===== config.mk =====
export PLATFORM = sky130hd
export DESIGN_NAME = hs1_xfer_arbiter_flat
export DESIGN_NICKNAME = d
export VERILOG_FILES = /design/src/rtl/hs1_xfer_arbiter_if.sv /design/src/rtl/hs1_xfer_arbiter.sv /design/src/flat_wrapper.sv
export SDC_FILE = /design/constraint.sdc
export NUM_CORES = 1
export LEC_CHECK = 0
export CAP_MARGIN = 20
export CORE_MARGIN = 1
export CORE_UTILIZATION = 51
export CTS_BUF_LIST = sky130_fd_sc_hd__clkbuf_4 sky130_fd_sc_hd__clkbuf_8
export DETAILED_ROUTE_END_ITERATION = 8
export PLACE_DENSITY = 0.86
export SLEW_MARGIN = 30
export SYNTH_ARGS = -nofsm -noshare
export SYNTH_HDL_FRONTEND = slang
export SYNTH_SLANG_ARGS = --single-unit

===== constraint.sdc =====
create_clock -name CK -period 2.85 [get_ports CK]
set_input_delay 0.57 -clock CK [delete_from_list [all_inputs] [get_ports CK]]
set_output_delay 0.57 -clock CK [all_outputs]
set_load 0.005 [all_outputs]

===== src/rtl/hs1_xfer_arbiter_if.sv =====
// HS1 transfer-arbiter bundle: two requesters' want/ready phases, buffer
// status, burst length, and the arbiter's grants, load strobe and state.
interface hs1_xfer_arbiter_if #(
  parameter int CNT_W = 3
);
  logic             WantRtHS1;
  logic             Rdy1RtHS1;
  logic             Rdy2RtHS1;
  logic             WantBmHS1;
  logic             Rdy1BmHS1;
  logic             Rdy2BmHS1;
  logic             FullIHS1;
  logic             FullOHS1;
  logic             InDoneHS1;
  logic [CNT_W-1:0] Prog;
  logic             GntRtHS1;
  logic             GntBmHS1;
  logic             LdOHS1;
  logic             DoneHS1;
  logic [2:0]       State;

  // Arbiter side.
  modport slave (
    input  WantRtHS1, Rdy1RtHS1, Rdy2RtHS1,
    input  WantBmHS1, Rdy1BmHS1, Rdy2BmHS1,
    input  FullIHS1, FullOHS1, InDoneHS1, Prog,
    output GntRtHS1, GntBmHS1, LdOHS1, DoneHS1, State
  );

  // Requester / environment side.
  modport master (
    output WantRtHS1, Rdy1RtHS1, Rdy2RtHS1,
    output WantBmHS1, Rdy1BmHS1, Rdy2BmHS1,
    output FullIHS1, FullOHS1, InDoneHS1, Prog,
    input  GntRtHS1, GntBmHS1, LdOHS1, DoneHS1, State
  );
endinterface


===== src/rtl/hs1_xfer_arbiter.sv =====
// Round-robin arbiter granting the HS1 output path to the Rt or Bm requester
// for a burst of Prog+1 beats, then waiting for the downstream acknowledge.
module hs1_xfer_arbiter #(
  parameter int CNT_W = 3
) (
  input logic               CK,
  input logic               RSTN,
  hs1_xfer_arbiter_if.slave hs1
);

  typedef enum logic [2:0] {
    IDLE    = 3'd0,
    ARB     = 3'd1,
    RT_XFER = 3'd2,
    BM_XFER = 3'd3,
    WAIT_IN = 3'd4
  } state_e;

  // Kept as a plain vector so the unused codes 5-7 remain representable.
  logic [2:0]       state_q, state_d;
  logic [CNT_W-1:0] cnt_q, cnt_d;
  logic             last_bm_q, last_bm_d;
  logic             gnt_rt_q, gnt_rt_d;
  logic             gnt_bm_q, gnt_bm_d;
  logic             done_q, done_d;
  logic             ld;

  // Beat handshake: a requester offers a beat (valid) when both of its ready
  // phases are high; the output buffer accepts (ready) when not full. A beat
  // transfers in the cycle where valid, ready and the requester's want all hold.
  logic beat_rt, beat_bm;
  assign beat_rt = hs1.Rdy1RtHS1 & hs1.Rdy2RtHS1 & ~hs1.FullOHS1 & hs1.WantRtHS1;
  assign beat_bm = hs1.Rdy1BmHS1 & hs1.Rdy2BmHS1 & ~hs1.FullOHS1 & hs1.WantBmHS1;

  // Rt wins unless Bm also wants and Rt was the last one served.
  logic pick_rt, pick_bm;
  assign pick_rt = hs1.WantRtHS1 & (~hs1.WantBmHS1 | last_bm_q);
  assign pick_bm = hs1.WantBmHS1 & ~pick_rt;

  always_ff @(posedge CK or negedge RSTN) begin
    if (!RSTN) begin
      state_q   <= IDLE;
      cnt_q     <= '0;
      last_bm_q <= 1'b1;
      gnt_rt_q  <= 1'b0;
      gnt_bm_q  <= 1'b0;
      done_q    <= 1'b0;
    end else begin
      state_q   <= state_d;
      cnt_q     <= cnt_d;
      last_bm_q <= last_bm_d;
      gnt_rt_q  <= gnt_rt_d;
      gnt_bm_q  <= gnt_bm_d;
      done_q    <= done_d;
    end
  end

  always_comb begin
    state_d   = state_q;
    cnt_d     = cnt_q;
    last_bm_d = last_bm_q;
    gnt_rt_d  = gnt_rt_q;
    gnt_bm_d  = gnt_bm_q;
    done_d    = 1'b0;
    ld        = 1'b0;

    case (state_q)
      IDLE: begin
        gnt_rt_d = 1'b0;
        gnt_bm_d = 1'b0;
        if ((hs1.WantRtHS1 | hs1.WantBmHS1) & ~hs1.FullIHS1) begin
          state_d = ARB;
        end
      end

      ARB: begin
        if (pick_rt) begin
          state_d   = RT_XFER;
          cnt_d     = hs1.Prog;
          last_bm_d = 1'b0;
          gnt_rt_d  = 1'b1;
          gnt_bm_d  = 1'b0;
        end else if (pick_bm) begin
          state_d   = BM_XFER;
          cnt_d     = hs1.Prog;
          last_bm_d = 1'b1;
          gnt_rt_d  = 1'b0;
          gnt_bm_d  = 1'b1;
        end else begin
          state_d  = IDLE;
          gnt_rt_d = 1'b0;
          gnt_bm_d = 1'b0;
        end
      end

      RT_XFER: begin
        if (!hs1.WantRtHS1) begin
          state_d  = IDLE;
          gnt_rt_d = 1'b0;
          gnt_bm_d = 1'b0;
        end else if (beat_rt) begin
          ld = 1'b1;
          if (cnt_q == '0) state_d = WAIT_IN;
          else             cnt_d   = cnt_q - 1'b1;
        end
      end

      BM_XFER: begin
        if (!hs1.WantBmHS1) begin
          state_d  = IDLE;
          gnt_rt_d = 1'b0;
          gnt_bm_d = 1'b0;
        end else if (beat_bm) begin
          ld = 1'b1;
          if (cnt_q == '0) state_d = WAIT_IN;
          else             cnt_d   = cnt_q - 1'b1;
        end
      end

      WAIT_IN: begin
        if (hs1.InDoneHS1) begin
          state_d  = IDLE;
          done_d   = 1'b1;
          gnt_rt_d = 1'b0;
          gnt_bm_d = 1'b0;
        end
      end

      default: begin
        state_d  = IDLE;
        cnt_d    = '0;
        gnt_rt_d = 1'b0;
        gnt_bm_d = 1'b0;
      end
    endcase
  end

  assign hs1.GntRtHS1 = gnt_rt_q;
  assign hs1.GntBmHS1 = gnt_bm_q;
  assign hs1.LdOHS1   = ld;
  assign hs1.DoneHS1  = done_q;
  assign hs1.State    = state_q;

endmodule


===== src/flat_wrapper.sv =====
// flat-port wrapper written by rule: the top's interface ports become plain ports
module hs1_xfer_arbiter_flat 
#(
  parameter int CNT_W = 3
)
  (CK, RSTN, hs1_WantRtHS1, hs1_Rdy1RtHS1, hs1_Rdy2RtHS1, hs1_WantBmHS1, hs1_Rdy1BmHS1, hs1_Rdy2BmHS1, hs1_FullIHS1, hs1_FullOHS1, hs1_InDoneHS1, hs1_Prog, hs1_GntRtHS1, hs1_GntBmHS1, hs1_LdOHS1, hs1_DoneHS1, hs1_State);
  hs1_xfer_arbiter_if #(.CNT_W(CNT_W)) hs1_i ();
  input logic CK;
  input logic RSTN;
  input wire logic [$bits(hs1_i.WantRtHS1)-1:0] hs1_WantRtHS1;
  input wire logic [$bits(hs1_i.Rdy1RtHS1)-1:0] hs1_Rdy1RtHS1;
  input wire logic [$bits(hs1_i.Rdy2RtHS1)-1:0] hs1_Rdy2RtHS1;
  input wire logic [$bits(hs1_i.WantBmHS1)-1:0] hs1_WantBmHS1;
  input wire logic [$bits(hs1_i.Rdy1BmHS1)-1:0] hs1_Rdy1BmHS1;
  input wire logic [$bits(hs1_i.Rdy2BmHS1)-1:0] hs1_Rdy2BmHS1;
  input wire logic [$bits(hs1_i.FullIHS1)-1:0] hs1_FullIHS1;
  input wire logic [$bits(hs1_i.FullOHS1)-1:0] hs1_FullOHS1;
  input wire logic [$bits(hs1_i.InDoneHS1)-1:0] hs1_InDoneHS1;
  input wire logic [$bits(hs1_i.Prog)-1:0] hs1_Prog;
  output wire logic [$bits(hs1_i.GntRtHS1)-1:0] hs1_GntRtHS1;
  output wire logic [$bits(hs1_i.GntBmHS1)-1:0] hs1_GntBmHS1;
  output wire logic [$bits(hs1_i.LdOHS1)-1:0] hs1_LdOHS1;
  output wire logic [$bits(hs1_i.DoneHS1)-1:0] hs1_DoneHS1;
  output wire logic [$bits(hs1_i.State)-1:0] hs1_State;
  assign hs1_i.WantRtHS1 = hs1_WantRtHS1;
  assign hs1_i.Rdy1RtHS1 = hs1_Rdy1RtHS1;
  assign hs1_i.Rdy2RtHS1 = hs1_Rdy2RtHS1;
  assign hs1_i.WantBmHS1 = hs1_WantBmHS1;
  assign hs1_i.Rdy1BmHS1 = hs1_Rdy1BmHS1;
  assign hs1_i.Rdy2BmHS1 = hs1_Rdy2BmHS1;
  assign hs1_i.FullIHS1 = hs1_FullIHS1;
  assign hs1_i.FullOHS1 = hs1_FullOHS1;
  assign hs1_i.InDoneHS1 = hs1_InDoneHS1;
  assign hs1_i.Prog = hs1_Prog;
  assign hs1_GntRtHS1 = hs1_i.GntRtHS1;
  assign hs1_GntBmHS1 = hs1_i.GntBmHS1;
  assign hs1_LdOHS1 = hs1_i.LdOHS1;
  assign hs1_DoneHS1 = hs1_i.DoneHS1;
  assign hs1_State = hs1_i.State;
  hs1_xfer_arbiter #(.CNT_W(CNT_W)) u_core (.CK(CK), .RSTN(RSTN), .hs1(hs1_i));
endmodule

==> flow_summary.toml <==
[pwr]
p_seq_share_pct = 31.4
power_density_mw_per_mm2 = 905
peakVddDrop_mv = 0.599
power.internal_uw = 505
combPwrFrac_pct = 53.8
pwr-share-clk_pct = 14.8
power.leakage_uw = 0.000383
sw_frac_of_total_pct = 40.6
power_switching_uw = 345
fin_total_pwr_uw = 849

[synthesis]
ys_types = 36
synth_xor_area_share_pct = 0
synthArstFlopShare_pct = 100
synth_compound_area_share_pct = 29.2
synth_seq_cells = 10
ys_top_cells_by_area = "dfrtp_1 32%, a21oi_1 4.3%, a221oi_4 3.8%"
synth_nets = 89
synthMuxAreaShare_pct = 2.87
ys.flop_type = "dfrtp_1"
synth_top_area_share_pct = 32.3
synth_top_family_by_area = "compound AO/OA/AOI/OAI gates"
synth-simple-area-share_pct = 22.6
seq_area_frac_synth_pct = 36.0
synth_fa_ha_area_share_pct = 3.58
avgSynthCellArea_um2 = 9.56
syn_area_um2 = 698
synth.largest_area_cell = "dfrtp_1"
synth_cells = 73
ys_warn_count = 0
synth_edf_count = 0

[sta]
hold_viol_final = 0
tightestPinTransition_ps = 455
slew_headroom_pct = 69.6
setup_tns_ps = 0
setup_viol = 0
rsz0062_at_grt = "false"
fmax_mhz = 386
period_needed_ps = 2590
finClkSkew_ps = 8.40
period_share_pct = 90.9
slew_violations = 0

[critical_path]
r2r_end = "u_core.cnt_q[0]"
reg2reg_from = "u_core.hs1.State[1]"
arrival_ps = 2020
path_class = "in -> out"
cp-end-kind = "primary output"
required_ps = 2280
critPathMaxFanout = 4
worstSetupStartpointType = "input port"
r2r_slack_ps = 1270
rr_worst_depth = 4

[clock_tree]
clock_sinks = 10
clockRootBuffer = "clkbuf_4"
postCtsResizedCells = 0
cts_tree = "built"
clock_latency_ps = 270
cts_hold_buffers = 0
post_cts.repair.setup_buffers = 0
clockBufferDepth = 2
numCtsBuffers = 3
clk_pin_slew_ps = 70
ctsHtreeMaxLevel = 1

[routing]
vias_per_cell = 5.73
dr.pass1.iters = 4
drtIter0Drc = 25
wl_per_cell_um = 14.4
wirelength_um = 1570
vias = 625
route.antenna.remaining_nets = 0
drc = 0

[floorplanning]
core_mm2 = 0.00119
num_rows = 12
die_w_um = 39
io_pins = 21
die_h_um = 39
start_util_pct = 58.9
die_area_mm2 = 0.00152

[placement]
portBuffers = 20
dp_hpwl_um = 1220
gp_congestion = 0.878

[layout]
final_common_cell = "clkdlybuf4s50_1"
drive_above_1_share_pct = 13.7
num-nets-final = 112
utilization_pct = 79.1
area_growth_pct = 34.4
diodes = 0
final_cell_mix = "20 x clkdlybuf4s50_1, 9 x dfrtp_1, 6 x a21oi_1, 5 x nor2_1"

[status]
status = "completed"

[global_routing]
antenna_found_initial = 0
grtUsageTotal_pct = 27.1
grt_pass1_vias = 579
grt_max_degree = 13
grt_pass1_wl_um = 2660
grt_remaining_overflow = 0

[worst_hold_path]
min_from = "u_core.hs1.GntRtHS1"
min_to = "u_core.hs1.GntRtHS1"
holdPathStages = 1
hold_class = "reg -> reg"

[run]
maxCapViolCount = 0
layout make-up:
cell class / count / area, um2
multi-input cells: 56 / 407
flip-flops and latches: 10 / 251
fillers: 88 / 248
repair buffers: 22 / 215
clock buffers: 4 / 36.3
well taps: 14 / 17.5
inverters: 3 / 11.3
power by group through the flow:
stage          clock network [uW]  registers (uW)  logic [uW]
2_1_floorplan                   0             235         361
5_1_grt                       141             276         513
6_report                      126             267         457
3_5_place_dp                    0             269         454
3_3_place_gp                    0             265         445
4_1_cts                       130             266         457
synthesized netlist by cell type, types with 2 or more instances:
cell,number
dfrtp_1,9
buf_2,2
o221ai_1,2
o21ai_0,4
nand3b_1,3
nor2b_1,2
a32oi_1,2
nor2_1,5
nand2_1,4
o21ai_1,2
inv_1,3
a32o_1,2
ha_1,2
mux2i_1,2
a21oi_1,6
o211ai_1,2
nand2b_1,2
how the worst max path moves through the flow:
| stage | cells past startpoint | startpoint | to |
|---|---|---|---|
| floorplan | 3 | hs1_FullOHS1 | hs1_LdOHS1 |
| global placement | 5 | hs1_FullOHS1 | hs1_LdOHS1 |
| detailed placement | 5 | hs1_FullOHS1 | hs1_LdOHS1 |
| CTS | 5 | hs1_FullOHS1 | hs1_LdOHS1 |
| global route | 5 | hs1_FullOHS1 | hs1_LdOHS1 |
| finish | 5 | hs1_FullOHS1 | hs1_LdOHS1 |
state kept, by name, indices dropped and copies added (netlist names):
| register | cells |
|---|---|
| u_core.hs1.State | 3 |
| u_core.cnt_q | 3 |
| u_core.hs1.DoneHS1 | 1 |
| u_core.last_bm_q | 1 |
| u_core.hs1.GntRtHS1 | 1 |
| u_core.hs1.GntBmHS1 | 1 |
worst max-delay path, cell delays in order:
cell and delay, ps:
clkdlybuf4s50_1 420, nand3b_1 230, nor2_1 170, o21a_1 140, clkdlybuf4s50_1 490
per-layer routing:
metal | GRT usage [%] | up-vias | wire length, um
li1 | - | 318 | -
met1 | 32.7 | 280 | 698
met2 | 41.7 | 27 | 757
met3 | 12.1 | 0 | 114
met4 | 10.3 | 0 | 0
met5 | 0 | - | 0
per-stage QoR:
step	cells	area, um2	hold slack (ps)	setup WS (ps)
floorplan	73	698	274	1250
global placement	105	902	478	336
detailed placement	105	902	481	264
CTS	109	938	499	269
global route	109	938	525	167
finish	109	938	493	259
cells by family after synthesis:
logic type / count (synthesis)
muxes: 2
AOI/OAI and AO/OA: 27
and+or+nand+nor: 25
buffers and inverters: 7
adders and majority gates: 2
DFF: 10
Note: power is estimated with default switching activity, not from simulation.
